`src/rtl/vend_change_dispenser.sv`:
```
// vend_change_dispenser: pays change as 10/5 coins through a hopper handshake, tracking inventory.
// Define CHANGE_AUDIT_EN to add the total_paid output (cumulative value paid, in 5-unit steps).
module vend_change_dispenser #(
    parameter int INV_W      = 6,
    parameter int INIT_INV5  = 10,
    parameter int INIT_INV10 = 10
) (
`ifdef CHANGE_AUDIT_EN
    output logic [15:0]      total_paid,
`endif
    input  logic             clk,
    input  logic             rst,
    input  logic             change_valid,
    input  logic [2:0]       change_amt,
    output logic             req_ready,
    output logic             coin_req,
    output logic             coin_sel,
    input  logic             coin_ack,
    input  logic             refill_valid,
    input  logic             refill_sel,
    input  logic [INV_W-1:0] refill_cnt,
    output logic [INV_W-1:0] inv5,
    output logic [INV_W-1:0] inv10,
    output logic             busy,
    output logic             done,
    output logic             err
);
    typedef enum logic [2:0] {IDLE, CHECK, REQ10, REQ5, GAP, DONE, ERR} state_t;

    state_t           state_q, state_d;
    logic [2:0]       amt_q, amt_d;
    logic [1:0]       rem10_q, rem10_d;
    logic [2:0]       rem5_q, rem5_d;
    logic [INV_W-1:0] inv5_q, inv5_d, inv10_q, inv10_d;
    logic [INV_W-1:0] half, t_w;
    logic [1:0]       t;
    logic [2:0]       f;
    logic [INV_W:0]   rsum;
    logic [INV_W-1:0] rsat;

    assign req_ready = state_q == IDLE;
    assign busy      = state_q != IDLE;
    assign coin_req  = state_q == REQ10 || state_q == REQ5;
    assign coin_sel  = state_q == REQ10;
    assign done      = state_q == DONE;
    assign err       = state_q == ERR;
    assign inv5      = inv5_q;
    assign inv10     = inv10_q;

    always_comb begin
        half    = INV_W'(amt_q[2:1]);
        t_w     = half < inv10_q ? half : inv10_q;
        t       = t_w[1:0];
        f       = amt_q - {t, 1'b0};
        rsum    = {1'b0, refill_sel ? inv10_q : inv5_q} + {1'b0, refill_cnt};
        rsat    = rsum[INV_W] ? '1 : rsum[INV_W-1:0];
        state_d = state_q;
        amt_d   = amt_q;
        rem10_d = rem10_q;
        rem5_d  = rem5_q;
        inv5_d  = inv5_q;
        inv10_d = inv10_q;
        case (state_q)
            IDLE: begin
                if (refill_valid && refill_sel) inv10_d = rsat;
                if (refill_valid && !refill_sel) inv5_d = rsat;
                if (change_valid) begin
                    amt_d   = change_amt;
                    state_d = CHECK;
                end
            end
            CHECK: begin
                if (INV_W'(f) > inv5_q) state_d = ERR;
                else begin
                    rem10_d = t;
                    rem5_d  = f;
                    state_d = t != 2'd0 ? REQ10 : f != 3'd0 ? REQ5 : DONE;
                end
            end
            REQ10: if (coin_ack) begin
                inv10_d = inv10_q - INV_W'(1);
                rem10_d = rem10_q - 2'd1;
                state_d = GAP;
            end
            REQ5: if (coin_ack) begin
                inv5_d  = inv5_q - INV_W'(1);
                rem5_d  = rem5_q - 3'd1;
                state_d = GAP;
            end
            // all 10s drain before any 5 is requested
            GAP:     state_d = rem10_q != 2'd0 ? REQ10 : rem5_q != 3'd0 ? REQ5 : DONE;
            default: state_d = IDLE;
        endcase
    end

    always_ff @(posedge clk) begin
        if (rst) begin
            state_q <= IDLE;
            amt_q   <= '0;
            rem10_q <= '0;
            rem5_q  <= '0;
            inv5_q  <= INV_W'(INIT_INV5);
            inv10_q <= INV_W'(INIT_INV10);
        end else begin
            state_q <= state_d;
            amt_q   <= amt_d;
            rem10_q <= rem10_d;
            rem5_q  <= rem5_d;
            inv5_q  <= inv5_d;
            inv10_q <= inv10_d;
        end
    end

`ifdef CHANGE_AUDIT_EN
    logic [15:0] total_paid_q, total_paid_d;

    assign total_paid = total_paid_q;

    always_comb begin
        total_paid_d = total_paid_q;
        if (coin_ack && state_q == REQ10) total_paid_d = total_paid_q + 16'd2;
        if (coin_ack && state_q == REQ5) total_paid_d = total_paid_q + 16'd1;
    end

    always_ff @(posedge clk) begin
        if (rst) total_paid_q <= '0;
        else total_paid_q <= total_paid_d;
    end
`endif
endmodule
```
`config.mk`:
```
export PLATFORM = sky130hd
export DESIGN_NAME = vend_change_dispenser
export DESIGN_NICKNAME = d
export VERILOG_FILES = /design/src/rtl/vend_change_dispenser.sv
export SDC_FILE = /design/constraint.sdc
export NUM_CORES = 1
export LEC_CHECK = 0
export BUFFER_PORTS_ARGS = -buffer_cell sky130_fd_sc_hd__buf_2
export CORE_MARGIN = 2
export CORE_UTILIZATION = 55
export CTS_BUF_LIST = sky130_fd_sc_hd__clkbuf_4 sky130_fd_sc_hd__clkbuf_8 sky130_fd_sc_hd__clkbuf_16
export CTS_CLUSTER_SIZE = 16
export DETAILED_ROUTE_END_ITERATION = 10
export GPL_TIMING_DRIVEN = 0
export PLACE_DENSITY = 0.78
export SKIP_LAST_GASP = 1
export SLEW_MARGIN = 0
export SYNTH_ARGS = -nofsm -noshare
export SYNTH_HDL_FRONTEND = slang
export SYNTH_SLANG_ARGS = --single-unit
```
`constraint.sdc`:
```
create_clock -name clk -period 4.3 [get_ports clk]
set_input_delay 0.215 -clock clk [delete_from_list [all_inputs] [get_ports clk]]
set_output_delay 0.215 -clock clk [all_outputs]
set_load 0.005 [all_outputs]
```
* Word-level counts from Yosys, hierarchy flattened
Cells that the tools add are included.
** Operators by class
- Div/mod/pow operators :: 0
- Shift operators :: 0
- $add $sub $neg :: 6
- Bitwise operators :: 0
- Equality and inequality tests :: 13
- Reduce and logical (&&, ||, !) cells :: 21
- Multiplexer cells :: 23
- $mul :: 0
- Magnitude comparators :: 2
** Operators with widths (number)
- $mux 6 :: 6
- $mux 3 :: 9
- $pmux 6 s2 :: 2
- $pmux 3 s4 :: 1
- $reduce_and 3->1 :: 4
- $reduce_bool 2->1 :: 6
- $sub 6x1->6 const B :: 2
- $eq 3x3->1 const B :: 3
- $reduce_bool 3->1 :: 3
- $ne 2x1->1 const B :: 4
- $add 6x6->7 :: 1
- $eq 3x2->1 const B :: 2
- $gt 3x6->1 :: 1
- $lt 2x6->1 :: 1
- $mux 2 :: 3
- $ne 2x2->1 const B :: 3
- $pmux 3 s2 :: 1
- $pmux 2 s2 :: 1
- $reduce_and 2->1 :: 2
- $eq 3x1->1 const B :: 1
- $logic_not 3->1 :: 1
- $sub 3x1->3 const B :: 1
- $sub 3x3->3 :: 1
- $logic_and 1x1->1 :: 2
- other kinds (4) :: 4
** Word-level totals
- Output and inout bits :: 18
- Memories :: 0
- RAM bits :: 0
- ROM bits :: 0
- Bits in latches :: 0
- Logic and storage cells :: 71
- Bits of input ports :: 15
- Bits in registers :: 23

* Depth between registers and ports, before layout
- Depth after elaboration :: 8
- Mapped depth :: 14
- Depth with buffers taken out :: 13

* Worst setup path before layout
Ideal clock, no wire load.
- Path kind :: reg2reg
- Start point :: register inv10_q[1] (netlist: inv10[1])
- End point :: register rem5_q[0]
- Clock period less this slack :: 3.095 ns
- Stages on the path, launching flop included :: 14
- Data required time :: 4.178 ns
- Arrival :: 2.973 ns
- Path slack :: 1.205 ns
- Buffers on the path :: 1
- Library setup time :: 0.122 ns
- Path through :: dfxtp_1 buf_4 inv_1 ha_1 a21oi_1 nor3_1 or2_2 ha_1 xnor2_1 ha_1 a31oi_2 a21o_2 o21ai_0 a311o_1
** Between the ends
- Word-level cells in the longest chain between the ends :: 6
** RTL lines
- from (decl) :: RTL line 34 : logic [INV_W-1:0] inv5_q, inv5_d, inv10_q, inv10_d;
- from (signal assigned) :: RTL line 103 : inv10_q <= INV_W'(INIT_INV10);
- from (signal assigned) :: RTL line 110 : inv10_q <= inv10_d;
- $lt 2x6->1 :: RTL line 52 : t_w = half < inv10_q ? half : inv10_q;
- $mux 2 (*) :: RTL line 52
- $sub 3x3->3 (*) :: RTL line 54 : f = amt_q - {t, 1'b0};
- $gt 3x6->1 (*) :: RTL line 73 : if (INV_W'(f) > inv5_q) state_d = ERR;
- $ne 2x2->1 (no line) (*)
- $reduce_and 3->1 (no line) (*)
- to (signal assigned) :: RTL line 108 : rem5_q <= rem5_d;
- to (decl) :: RTL line 33 : logic [2:0] rem5_q, rem5_d;
Mark *: on every way between the ends. The rest lies on a longest branch, timed or not.
A chain may end at the register's enable or synchronous reset.

* Worst setup path after layout
Same ends and word-level chain as after synthesis.

==> flow_metrics.env <==
export IMPL_run_status="complete, no violations"
export IMPL_min_path_type="primary input to flip-flop"
export IMPL_timing_final_hold_violations=0
export IMPL_cts_root_buf="sky130_fd_sc_hd__clkbuf_8"
export IMPL_numCtsBuffers=3
export IMPL_worstMarginPinSlew_ps=726
export IMPL_die_height_um=65.8
export IMPL_layout_drive_gt1_share=0.162
export IMPL_arithmetic_cell_share_of_the_synthesized_area_counting_full_adders_half_adders_and_majority_gates=0.105
export IMPL_tritoncts_num_sinks=23
export IMPL_insertedDiodeCount=0
export IMPL_synth_seq_area_share=0.219
export IMPL_seq_area_um2=460
export IMPL_ys_types=54
export IMPL_coreArea_um2=3660
export IMPL_accumulated_negative_setup_slack_ps=0
export IMPL_nets_in_the_synthesized_netlist=317
export IMPL_cp_slowest_stage_delay_ps=340
export IMPL_yosys_area_share_xor_xnor=0.0167
export IMPL_drt_first_iter_violations=171
export IMPL_gp_congestion=0.908
export IMPL_buffer_ports_inserted=32
export IMPL_postSynth_topFlopCell="sky130_fd_sc_hd__dfxtp_1"
export IMPL_nNetsFinal=354
export IMPL_total_of_warnings_raised_by_yosys=0
export IMPL_synth_async_sr_flop_share=0
export IMPL_worst_clock_skew_ps=3.10
export IMPL_grt_pass1_vias=1967
export IMPL_synth_simple_gate_area_frac=0.298
export IMPL_routed_wl_um=5570
export IMPL_slowest_stage="sky130_fd_sc_hd__ha_1"
export IMPL_final_max_slew_violation_count=0
export IMPL_drv_max_cap_violation_count=0
export IMPL_fillerInstances=343
export IMPL_syn_instance_count=285
export IMPL_postCtsHoldBufs=0
export IMPL_vdd_ir_drop_max_uv=253
export IMPL_fp_dieArea_um2=4330
export IMPL_synthMuxAreaShare=0.0208
export IMPL_detail_route_antenna_nets=0
export IMPL_criticalPathCategory="flip-flop to flip-flop"
export IMPL_unrepaired_setup_endpoints_after_global_routing="false"
export IMPL_insertion_delay_ps=280
export IMPL_maximum_number_of_pins_on_one_net_before_global_route_repair=14
export IMPL_antenna_found_initial=0
export IMPL_routed_via_count=2250
export IMPL_syn_mean_instance_area_um2=7.37
export IMPL_end_kind="flip-flop"
export IMPL_cts_htree_levels=1
export IMPL_place_hpwl_um=4290
export IMPL_p_leak_nw=0.999
export IMPL_crit_arrival_ps=3770
export IMPL_fp_dieW_um=65.8
export IMPL_crit_path_cell_trace="buf_4 -> inv_1 -> ha_1 -> a21oi_1 -> nor3_1 -> or2_2 -> ha_1 -> xnor2_1 -> ha_1 -> a21oi_1 -> nand2_1 -> a21oi_1 -> nor4_1 -> a311o_1"
export IMPL_resized_cells_post_cts=0
export IMPL_wl_per_cell_um=15.1
export IMPL_cp_required_ps=4470
export IMPL_yosys_register_bits=23
export IMPL_clock_tree_from_tritoncts="built"
export IMPL_finalCriticalPeriod_ps=3590
export IMPL_setup_viol_count_final=0
export IMPL_vias_per_cell=6.10
export IMPL_worst_setup_path_start_kind="flip-flop"
export IMPL_drt_first_pass_iters=5
export IMPL_synth_cell_area_um2=2100
export IMPL_grt_first_pass_wirelength_um=9140
export IMPL_remaining_drc_errors=0
export IMPL_number_of_synthesized_flops_with_an_enable_pin=0
export IMPL_max_slew_headroom=0.513
export IMPL_whs_ps=163
export IMPL_main_combinational_cell_family_by_area_after_synthesis="simple AND/OR/NAND/NOR gates"
export IMPL_num_io_pins=33
export IMPL_synth_compound_area_share=0.267
export IMPL_grt_overflow=0
export IMPL_core_rowCount=22
export IMPL_cts_reportedPaths_clkPinSlew_ps=90
export IMPL_powerDensity_nw_per_um2=557
export IMPL_post_cts_setup_buffers=0
export IMPL_globalRouteTotalUtil=0.273
export IMPL_crit_fanout=8
export IMPL_syn_to_final_growth_pct=12.7
export IMPL_maxClockFrequency_mhz=278
export IMPL_cts_buffer_depth=2
export IMPL_final_min_period_over_clock_period=0.836
export IMPL_multi_input_comb_area_um2=1490
export IMPL_initial_util=0.574
-- sequential cells by signal, indices dropped and copies added, names as in the netlist --
| signal | flops |
|---|---|
| inv10 | 6 |
| inv5 | 6 |
| amt_q | 3 |
| rem5_q | 3 |
| state_q | 3 |
| rem10_q | 2 |
-- critical path, delay by kind of cell, from the launching register on --
kind            cells  cell delay (ps)
buf+inv             2              280
compound gates      4             1090
xor+xnor            1              260
simple gates        4              630
fa+ha+maj           3              920
flops               1              330
-- cell families after synthesis --
kind of cell | count (synthesis)
buf+inv | 35
simple gates | 119
compound gates | 83
fa+ha+maj | 17
mux | 4
flops | 23
xor+xnor | 4
-- cell usage in the layout, fill, tap and decap left out, types with 2 or more instances in the layout --
cell type / instances
sky130_fd_sc_hd__buf_2: 35
sky130_fd_sc_hd__nor2_1: 26
sky130_fd_sc_hd__nand2_1: 26
sky130_fd_sc_hd__dfxtp_1: 23
sky130_fd_sc_hd__inv_1: 22
sky130_fd_sc_hd__a21oi_1: 19
sky130_fd_sc_hd__ha_1: 16
sky130_fd_sc_hd__o21ai_0: 15
sky130_fd_sc_hd__nor3_1: 14
sky130_fd_sc_hd__nand3_1: 12
sky130_fd_sc_hd__a31oi_1: 10
sky130_fd_sc_hd__nand2b_1: 7
sky130_fd_sc_hd__or3_1: 7
sky130_fd_sc_hd__clkbuf_1: 6
sky130_fd_sc_hd__a21o_1: 5
sky130_fd_sc_hd__nor4_1: 5
sky130_fd_sc_hd__o22ai_1: 5
sky130_fd_sc_hd__a211oi_1: 5
sky130_fd_sc_hd__xnor2_1: 4
sky130_fd_sc_hd__nand3b_1: 4
sky130_fd_sc_hd__o21a_1: 3
sky130_fd_sc_hd__mux2_2: 3
sky130_fd_sc_hd__and2_1: 3
sky130_fd_sc_hd__a221o_1: 3
sky130_fd_sc_hd__a22oi_1: 3
sky130_fd_sc_hd__clkbuf_8: 3
sky130_fd_sc_hd__buf_4: 2
sky130_fd_sc_hd__and3_1: 2
sky130_fd_sc_hd__nor2b_1: 2
sky130_fd_sc_hd__nor4b_1: 2
sky130_fd_sc_hd__nor3b_1: 2
sky130_fd_sc_hd__o221ai_1: 2
sky130_fd_sc_hd__o311ai_0: 2
-- synthesized netlist by cell type, types with 2 or more instances --
library cell               number  area [µm²]
sky130_fd_sc_hd__a21oi_1       19        95.1
sky130_fd_sc_hd__nand2_1       26        97.6
sky130_fd_sc_hd__nor2b_1        2        12.5
sky130_fd_sc_hd__nand2b_1       7        43.8
sky130_fd_sc_hd__clkbuf_1       6        22.5
sky130_fd_sc_hd__dfxtp_1       23         460
sky130_fd_sc_hd__xnor2_1        4        35.0
sky130_fd_sc_hd__nor4_1         5        31.3
sky130_fd_sc_hd__a221o_1        3        30.0
sky130_fd_sc_hd__inv_1         22        82.6
sky130_fd_sc_hd__a211oi_1       5        37.5
sky130_fd_sc_hd__nor4b_1        2        17.5
sky130_fd_sc_hd__o21ai_0       15        75.1
sky130_fd_sc_hd__a31oi_1       10        62.6
sky130_fd_sc_hd__or3_1          7        43.8
sky130_fd_sc_hd__nand3b_1       4        30.0
sky130_fd_sc_hd__nand3_1       12        60.1
sky130_fd_sc_hd__o311ai_0       2        17.5
sky130_fd_sc_hd__nor3b_1        2        15.0
sky130_fd_sc_hd__and3_1         2        12.5
sky130_fd_sc_hd__buf_4          2        15.0
sky130_fd_sc_hd__nor2_1        26        97.6
sky130_fd_sc_hd__ha_1          16         200
sky130_fd_sc_hd__a21o_1         5        37.5
sky130_fd_sc_hd__o22ai_1        5        31.3
sky130_fd_sc_hd__buf_2          3        15.0
sky130_fd_sc_hd__a22oi_1        3        22.5
sky130_fd_sc_hd__o221ai_1       2        17.5
sky130_fd_sc_hd__and2_1         3        18.8
sky130_fd_sc_hd__o21a_1         3        22.5
sky130_fd_sc_hd__mux2_2         3        33.8
sky130_fd_sc_hd__nor3_1        14        70.1
-- cell type report --
class                           count  area share
Buffer                             13      0.0307
Clock buffer                        3      0.0174
Clock inverter                      1     0.00211
Inverter                           22      0.0349
Multi-Input combinational cell    227       0.627
Sequential cell                    23       0.195
Tap cell                           48      0.0254
Timing Repair Buffer               32      0.0677
-- routing by layer --
layer  global-route usage  wire length, µm  up-vias
met2                0.443             2580       86
met3               0.0239              340       13
met1                0.367             2520     1035
li1                     -                -     1116
met4                0.122              133        0
met5                    0                0        -
-- final timing paths --
path,from,to,slack (ps),depth (start not counted)
hold reg to reg,rem5_q[1],rem5_q[1],470,2
setup / recovery,inv10[1],rem5_q[0],710,14
hold / removal,change_amt[1],amt_q[1],160,3
setup reg to reg,inv10[1],rem5_q[0],710,14
-- metrics by stage --
stage / util / power [mW] / setup WS, ps / cells / cell area (µm²)
final: 0.647 / 1.32 / 707 / 369 / 2370
after global routing: 0.647 / 1.43 / 483 / 369 / 2370
after CTS: 0.647 / 1.30 / 767 / 369 / 2370
after detailed placement: 0.634 / 1.16 / 833 / 365 / 2320
after global placement: 0.634 / 1.15 / 825 / 365 / 2320
after floorplan: - / 0.938 / 1200 / 285 / 2100
-- report_power, final --
part	internal (mW)	leakage [nW]	switching [mW]
combinational	0.343	0.786	0.485
clock	0.0651	0.0255	0.0790
sequential	0.272	0.188	0.0734
total	0.680	0.999	0.638
Note: power is estimated with default switching activity, not from simulation.
